$ cat src/rtl/dds_cfg_seq.sv
`timescale 1ns/1ps
// dds_cfg_seq
// Sequencer that owns the wr_cmd serial write engine for the DDS. On init_start
// it walks an external INIT_N-entry (addr,data) table through wr_cmd. Once the
// table has completed it serves runtime frequency-tuning-word writes. Every
// completed burst is closed by an IOUP_W-cycle io_update strobe.
//
// Ports
//   clk        system clock, rising edge
//   rst        asynchronous active-low reset
//   init_start pulse: run the init table (accepted in idle or error only)
//   ftw_req    level: request an FTW write of ftw_in (needs init_done)
//   ftw_in     tuning word, captured when the request is accepted
//   ftw_ack    pulse: FTW written and io_update finished
//   tbl_idx    index presented to the external init table
//   tbl_addr   table register address for tbl_idx
//   tbl_data   table data for tbl_idx
//   wr_start   start pulse to wr_cmd
//   wr_addr    register address to wr_cmd, held from start to done
//   wr_din     data to wr_cmd, held from start to done
//   wr_done    wr_cmd completion pulse
//   io_update  DDS IO_UPDATE strobe
//   busy       high except in idle and error
//   init_done  sticky: init table completed
//   err        sticky: wr_done timeout, cleared by init_start
module dds_cfg_seq #(
  parameter int         INIT_N   = 4,
  parameter logic [7:0] FTW_ADDR = 8'h07,
  parameter int         IOUP_W   = 4,
  parameter int         TIMEOUT  = 4096
) (
  input  logic        clk,
  input  logic        rst,
  input  logic        init_start,
  input  logic        ftw_req,
  input  logic [31:0] ftw_in,
  output logic        ftw_ack,
  output logic [3:0]  tbl_idx,
  input  logic [7:0]  tbl_addr,
  input  logic [31:0] tbl_data,
  output logic        wr_start,
  output logic [7:0]  wr_addr,
  output logic [31:0] wr_din,
  input  logic        wr_done,
  output logic        io_update,
  output logic        busy,
  output logic        init_done,
  output logic        err
);

  localparam int TW = (TIMEOUT > 1) ? $clog2(TIMEOUT) : 1;
  localparam int IW = (IOUP_W > 1) ? $clog2(IOUP_W) : 1;
  localparam logic [TW-1:0] TIMER_LAST = TW'(TIMEOUT - 1);
  localparam logic [IW-1:0] IOUP_LAST  = IW'(IOUP_W - 1);
  localparam logic [3:0]    LAST_IDX   = 4'(INIT_N - 1);

  typedef enum logic [2:0] {
    S_IDLE,
    S_LOAD,
    S_ISSUE,
    S_WAIT,
    S_IOUP,
    S_ERR
  } state_t;

  state_t          state_reg, state_next;
  logic            mode_ftw_reg;   // 0: init table burst, 1: runtime FTW write
  logic [TW-1:0]   timer_reg;
  logic [IW-1:0]   ioup_cnt_reg;
  logic            start_init;
  logic            accept_ftw;
  logic            next_entry;
  logic            ioup_exit;

  assign ioup_exit = (state_reg == S_IOUP) && (ioup_cnt_reg == IOUP_LAST);

  always_comb begin
    state_next = state_reg;
    start_init = 1'b0;
    accept_ftw = 1'b0;
    next_entry = 1'b0;
    case (state_reg)
      S_IDLE: begin
        if (init_start) begin
          start_init = 1'b1;
          state_next = S_LOAD;
        // ftw_ack is high in the first idle cycle after a write while the
        // requester still holds ftw_req; that level is the old request.
        end else if (ftw_req && init_done && !ftw_ack) begin
          accept_ftw = 1'b1;
          state_next = S_ISSUE;
        end
      end
      S_LOAD:  state_next = S_ISSUE;
      S_ISSUE: state_next = S_WAIT;
      S_WAIT: begin
        // wr_done is checked first so it wins over a simultaneous timeout
        if (wr_done) begin
          if (!mode_ftw_reg && (tbl_idx < LAST_IDX)) begin
            next_entry = 1'b1;
            state_next = S_LOAD;
          end else begin
            state_next = S_IOUP;
          end
        end else if (timer_reg == TIMER_LAST) begin
          state_next = S_ERR;
        end
      end
      S_IOUP: begin
        if (ioup_cnt_reg == IOUP_LAST) state_next = S_IDLE;
      end
      S_ERR: begin
        if (init_start) begin
          start_init = 1'b1;
          state_next = S_LOAD;
        end
      end
      default: state_next = S_IDLE;
    endcase
  end

  always_ff @(posedge clk or negedge rst) begin
    if (!rst) state_reg <= S_IDLE;
    else      state_reg <= state_next;
  end

  always_ff @(posedge clk or negedge rst) begin
    if (!rst) begin
      mode_ftw_reg <= 1'b0;
      tbl_idx      <= 4'd0;
      wr_addr      <= 8'h00;
      wr_din       <= 32'h0;
      timer_reg    <= '0;
      ioup_cnt_reg <= '0;
      init_done    <= 1'b0;
      ftw_ack      <= 1'b0;
    end else begin
      ftw_ack <= 1'b0;
      if (start_init) begin
        mode_ftw_reg <= 1'b0;
        tbl_idx      <= 4'd0;
        init_done    <= 1'b0;
      end
      if (accept_ftw) begin
        mode_ftw_reg <= 1'b1;
        wr_addr      <= FTW_ADDR;
        wr_din       <= ftw_in;
      end
      if (state_reg == S_LOAD) begin
        wr_addr <= tbl_addr;
        wr_din  <= tbl_data;
      end
      if (next_entry) tbl_idx <= tbl_idx + 4'd1;

      if (state_reg == S_ISSUE)     timer_reg <= '0;
      else if (state_reg == S_WAIT) timer_reg <= timer_reg + TW'(1);

      if (state_reg == S_IOUP) ioup_cnt_reg <= ioup_cnt_reg + IW'(1);
      else                     ioup_cnt_reg <= '0;

      if (ioup_exit) begin
        if (mode_ftw_reg) ftw_ack   <= 1'b1;
        else              init_done <= 1'b1;
      end
    end
  end

  assign wr_start  = (state_reg == S_ISSUE);
  assign io_update = (state_reg == S_IOUP);
  assign busy      = (state_reg != S_IDLE) && (state_reg != S_ERR);
  assign err       = (state_reg == S_ERR);

endmodule
$ cat config.mk
export PLATFORM = sky130hd
export DESIGN_NAME = dds_cfg_seq
export DESIGN_NICKNAME = d
export VERILOG_FILES = /design/src/rtl/dds_cfg_seq.sv
export SDC_FILE = /design/constraint.sdc
export NUM_CORES = 1
export LEC_CHECK = 0
export ABC_AREA = 1
export BUFFER_PORTS_ARGS = -buffer_cell sky130_fd_sc_hd__buf_2
export CAP_MARGIN = 20
export CORE_ASPECT_RATIO = 1.4
export CORE_MARGIN = 3
export CORE_UTILIZATION = 45
export CTS_BUF_LIST = sky130_fd_sc_hd__clkbuf_4 sky130_fd_sc_hd__clkbuf_8 sky130_fd_sc_hd__clkbuf_16
export DETAILED_ROUTE_END_ITERATION = 8
export GPL_TIMING_DRIVEN = 1
export PLACE_DENSITY_LB_ADDON = 0.05
export SLEW_MARGIN = 0
export SYNTH_ARGS = -nofsm -noshare
export SYNTH_HDL_FRONTEND = slang
export SYNTH_SLANG_ARGS = --single-unit
export TNS_END_PERCENT = 20
$ cat constraint.sdc
create_clock -name clk -period 1.63 [get_ports clk]
set_input_delay 0.163 -clock clk [delete_from_list [all_inputs] [get_ports clk]]
set_output_delay 0.163 -clock clk [all_outputs]
set_load 0.02 [all_outputs]
==> results.json, run 1 <==
{
  "die_w_um": 77.4,
  "finalHoldViolCount": 0,
  "viasPerCell": 4.71,
  "syn_nets": 526,
  "r2r_start": "tbl_idx[0]",
  "regToRegSetupSlack_ps": 170,
  "final_common_cell": "nand2_1",
  "endpoint_kind": "output port",
  "status": "complete, no violations",
  "min_to": "wr_addr[3]",
  "ir_worst_vdd_uv": 1080,
  "ant_nets": 0,
  "largest_reg_flops": 32,
  "instances_no_fill": 679,
  "final_cell_mix": "211 x nand2_1, 126 x buf_2, 63 x dfrtp_1",
  "reg2reg_to": "tbl_idx[0]",
  "start_kind": "flop",
  "drive_gt1_share_pct": 28.1,
  "drtPass1Iterations": 4,
  "cp.required_ps": 1470,
  "dpl.hpwl_um": 6330,
  "dieArea_um2": 8210,
  "seq_area_frac_synth_pct": 49.8,
  "gp_congestion": 0.883,
  "rsz0062_at_grt": "false",
  "p_switching_mw": 3.59,
  "dp.cells": 661,
  "clk_pin_slew_ps": 70,
  "diodes": 0,
  "worstPathArrival_ps": 1380,
  "start_util_pct": 47.7,
  "finalCriticalPeriod_ps": 1540,
  "insertion_delay_ps": 340,
  "ys_warn_count": 0,
  "antenna_found_initial": 0,
  "min_from": "tbl_addr[3]",
  "pwr_density_cell_nw_per_um2": 1850,
  "finClkSkew_ps": 10.0,
  "drv_cap": 0,
  "drt_iter0_drc": 169,
  "p_leak_nw": 2.51,
  "power_frac_comb_pct": 50.3,
  "clock_sinks": 64,
  "dp_slack_ps": 36.0,
  "rows": 35,
  "ys_ff_latch": 64,
  "port_buffers": 126,
  "p_sw_share_pct": 45.6,
  "maxSlewViolCount": 0,
  "fin_nets": 662,
  "worst-path-max-fanout": 5,
  "drt-total-wl_um": 8570,
  "setup_viol": 0,
  "avgRoutedWirePerCell_um": 12.6,
  "cts_tree": "yes",
  "ios": 127,
  "p_clk_share_pct": 17.9,
  "drc": 0,
  "period_share_pct": 94.7,
  "nFillCells": 665,
  "syn_avg_cell_area_um2": 7.21,
  "rr_worst_depth": 7,
  "hold_path_class": "in2reg",
  "timing.setup.tns_ps": 0,
  "pwr-share-seq_pct": 31.9,
  "grt_usage_pct": 21.2,
  "p_int_mw": 4.28,
  "h-tree-depth": 3,
  "cts_buffers": 9,
  "coreArea_um2": 6740,
  "cts_root_buffer": "clkbuf_8",
  "fin_ws_ps": 87.0,
  "vias": 3199,
  "holdPathStages": 3,
  "slew_headroom_pct": 67.7,
  "grt_start_max_net_pins": 38,
  "netlist-cell-type-count": 23,
  "crit_type": "reg2out",
  "tightest_slew_ps": 485,
  "clock_path_buffers": 2,
  "die_h_um": 106,
  "grt_pass1_vias": 3096,
  "overflow": 0,
  "syn2layout_area_growth_pct": 32.1,
  "timing.fmax_ghz": 0.648,
  "synth_area_um2": 3220,
  "synthCells": 446,
  "p_total_mw": 7.87,
  "grt_pass1_wl_um": 13900
}
cell type report:
cell class                 instances  area, um^2  area share (%)
inverter                          30         115            2.71
tap                               92         115            2.71
clock buffer                      12         159            3.74
sequential                        64        1600            37.7
clock inverter                     4        52.6            1.24
multi-input combinational        335        1420            33.4
timing repair buffer             142         786            18.5
what timing repair did:
item | 4_1_cts | 5_1_grt
setup endpoints to repair | 1 | 46
hold endpoints to repair | 16 | 0
setup buffers | 1 | 0
hold buffers | 1 | 0
gates resized for setup | 0 | 10
pin swaps | 0 | 0
power by group through the flow:
stage          Sequential [mW]  Clock [mW]  Combinational [mW]
3_5_place_dp              2.51           0                3.92
5_1_grt                   2.58        1.50                4.46
3_3_place_gp              2.48           0                3.86
4_1_cts                   2.48        1.45                3.95
6_report                  2.51        1.41                3.96
2_1_floorplan             3.08           0                2.09
critical path, stage by stage, from the launching register on:
cell,delay [ps]
dfrtp_1,460
inv_1,80
nand2_1,50
nor2_1,220
nor2_1,80
buf_2,160
how the worst max path moves through the flow:
stage                 startpoint      endpoint  slack (ps)
finish              state_reg[1]          busy          90
global route        state_reg[1]          busy           1
CTS                 state_reg[2]      wr_start          20
detailed placement  state_reg[0]    tbl_idx[2]          40
global placement    state_reg[0]    tbl_idx[3]          60
floorplan           state_reg[2]  state_reg[1]          70
cells in the mapped netlist:
library cell	count	area (um^2)
nand4_1	2	12.5
nand2_2	1	6.26
buf_1	1	3.75
clkbuf_1	5	18.8
xor2_1	1	8.76
nor2_2	1	6.26
nand3b_1	3	22.5
a22o_1	1	8.76
inv_2	2	7.51
nor2_1	45	169
nand2_1	212	796
xnor2_1	1	8.76
o21ai_0	4	20.0
buf_2	8	40.0
a21oi_1	5	25.0
inv_1	28	105
nand3_1	52	260
buf_6	3	33.8
dfrtp_1	64	1600
o31ai_1	1	7.51
nor3_1	2	10.0
o22ai_1	1	6.26
ha_1	3	37.5
metrics by stage:
stage               hold WS, ps  util (%)  instance area (um^2)
finish                     51.9      63.0                  4250
global route               48.5      63.0                  4250
CTS                        33.8      62.6                  4220
detailed placement          152      59.2                  4000
global placement            149      59.2                  4000
floorplan                  -133         -                  3220
routing by layer:
layer / GRT usage (%) / vias to the layer above / wire [um]
met1: 24.5 / 1416 / 3450
met2: 37.4 / 109 / 4410
met5: 0 / - / 0
met4: 9.67 / 0 / 249
li1: - / 1654 / -
met3: 4.41 / 20 / 468
cells by family after synthesis:
group	count (synthesis)	synth area share [%]
AND/OR/NAND/NOR	318	39.9
flip-flops	64	49.8
buffers and inverters	47	6.50
AO/OA/AOI/OAI	12	2.10
adder cells (fa/ha/maj)	3	1.17
XOR/XNOR	2	0.545
No activity file was read; power rests on OpenSTA's default activity.
==> inputs of run 2 (changes only) <==
- CAP_MARGIN: 20 -> default
- clock period: 1.63 -> 1.6 ns (I/O delays scaled with it)
==> run 2 against run 1 <==
- highest routed layer unchanged
- largest power group unchanged
- combinational power rose by 4%
- die area did not move
- sequential cell count did not move
- register-to-register slack improved by 30 ps
- cell area rose by 0.41%
- via count rose by 1.2%
- first-iteration DRC count rose by 13%
- setup slack got worse by 35 ps
- power rose by 3.3%
- core utilization rose by 0.26 points
- sequential power barely moved
- critical path depth did not move
==> results.json, run 2 (synthesized netlist as in run 1, its figures left out) <==
{
  "status": "complete, no violations",
  "gp_congestion": 0.881,
  "h-tree-depth": 3,
  "cp.required_ps": 1440,
  "finalHoldViolCount": 0,
  "period_share_pct": 96.8,
  "pwr_density_cell_nw_per_um2": 1910,
  "timing.hold.ws_ps": 46.6,
  "grt_pass1_vias": 3075,
  "finClkSkew_ps": 9.19,
  "clock_path_buffers": 2,
  "worst-path-max-fanout": 8,
  "drt_iter0_drc": 191,
  "ff_latch_area_um2": 1600,
  "insertion_delay_ps": 340,
  "drc": 0,
  "p_total_mw": 8.13,
  "finalCriticalPeriod_ps": 1550,
  "dpl.hpwl_um": 6340,
  "viasPerCell": 4.77,
  "setup_viol": 0,
  "crit_slowest_cell": "dfrtp_1",
  "drtPass1Iterations": 4,
  "regToRegSetupSlack_ps": 200,
  "crit_type": "reg2out",
  "clock_sinks": 64,
  "cts_buffers": 9,
  "diodes": 0,
  "reg2reg_to": "tbl_idx[1]",
  "grt_start_max_net_pins": 38,
  "nFillCells": 663,
  "coreArea_um2": 6740,
  "overflow": 0,
  "multi_input_area_um2": 1420,
  "endpoint_kind": "output port",
  "largest_reg_flops": 32,
  "placed_area_um2": 4010,
  "final_common_cell": "nand2_1",
  "start_util_pct": 47.7,
  "path_cells": "inv_2 -> nand2_2 -> nor2_4 -> buf_4 -> buf_2",
  "holdPathStages": 3,
  "ios": 127,
  "finish.instance_area_um2": 4270,
  "clk_pin_slew_ps": 70,
  "cts_tree": "yes",
  "port_buffers": 126,
  "p_leak_nw": 2.53,
  "rsz0062_at_grt": "true",
  "cts_root_buffer": "clkbuf_8",
  "worstPathArrival_ps": 1390,
  "drv_cap": 0,
  "maxSlewViolCount": 0,
  "ir_worst_vdd_uv": 1280,
  "ant_nets": 0,
  "slew_headroom_pct": 67.1,
  "avgRoutedWirePerCell_um": 12.8,
  "timing.fmax_ghz": 0.646,
  "hold_path_class": "in2reg",
  "final_cell_mix": "211 x nand2_1, 125 x buf_2, 63 x dfrtp_1",
  "dieArea_um2": 8210,
  "die_w_um": 77.4,
  "vias": 3236,
  "drt-total-wl_um": 8670,
  "start_kind": "flop",
  "grt_usage_pct": 22.0,
  "min_from": "tbl_addr[3]",
  "die_h_um": 106,
  "grt_pass1_wl_um": 14300,
  "cp_slowest_stage_delay_ps": 410,
  "rows": 35,
  "tightest_slew_ps": 493,
  "min_to": "wr_addr[3]",
  "drive_gt1_share_pct": 28.3,
  "syn2layout_area_growth_pct": 32.6,
  "antenna_found_initial": 0,
  "r2r_start": "state_reg[2]",
  "rr_worst_depth": 8,
  "fin_nets": 663
}
[run 2: changes by cell type in the layout (fill, tap and decap cells not counted), sizes merged]
| cell | delta |
|---|---|
| buf | +1 |
| bufinv | +1 |
| clkbuf | -1 |
| clkinv | +2 |
| clkinvlp | -3 |
[run 2: critical path: cells and delay by family, from the launching register on]
| kind | cells | cell delay (ps) |
|---|---|---|
| flops | 1 | 410 |
| simple gates | 2 | 230 |
| buf+inv | 3 | 400 |
[run 2: cell type report]
class | instances | area share, %
Clock buffer | 11 | 3.26
Tap cell | 92 | 2.70
Clock inverter | 4 | 1.64
Timing Repair Buffer | 143 | 18.8
Inverter | 30 | 2.76
Sequential cell | 64 | 37.6
Multi-Input combinational cell | 335 | 33.3
[run 2: how the worst max path moves through the flow]
stage	from	end	slack, ps	depth (start not counted)
floorplan	state_reg[2]	state_reg[1]	40	7
finish	state_reg[2]	wr_start	50	5
CTS	state_reg[0]	io_update	20	5
global placement	state_reg[0]	tbl_idx[3]	40	7
detailed placement	state_reg[1]	tbl_idx[1]	10	7
global route	state_reg[1]	busy	-50	6
[run 2: timing repair]
item	4_1_cts	5_1_grt
resized for setup	3	11
cloned	0	0
setup buffers	0	0
hold endpoints to repair	16	0
hold buffers	1	0
endpoints found under the setup margin	1	41
pin swaps	1	0
[run 2: metal layers]
layer,track usage [%],up-vias,wire length [um]
met3,5.42,15,497
li1,-,1651,-
met4,8.27,0,169
met5,0,-,0
met2,39.0,98,4510
met1,25.3,1472,3490
[run 2: per-stage QoR]
stage / utilization [%] / instances / setup slack (ps) / setup TNS [ps]
floorplan: - / 446 / 42.8 / 0
global placement: 59.5 / 663 / 35.8 / 0
detailed placement: 59.5 / 663 / 13.3 / 0
CTS: 62.8 / 679 / 19.4 / 0
global route: 63.2 / 679 / -54.0 / -111
finish: 63.2 / 679 / 51.8 / 0
[run 2: where the power goes]
| group | internal [mW] | switching [mW] |
|---|---|---|
| Sequential | 2.21 | 0.335 |
| Combinational | 1.36 | 2.73 |
| Clock | 0.898 | 0.596 |
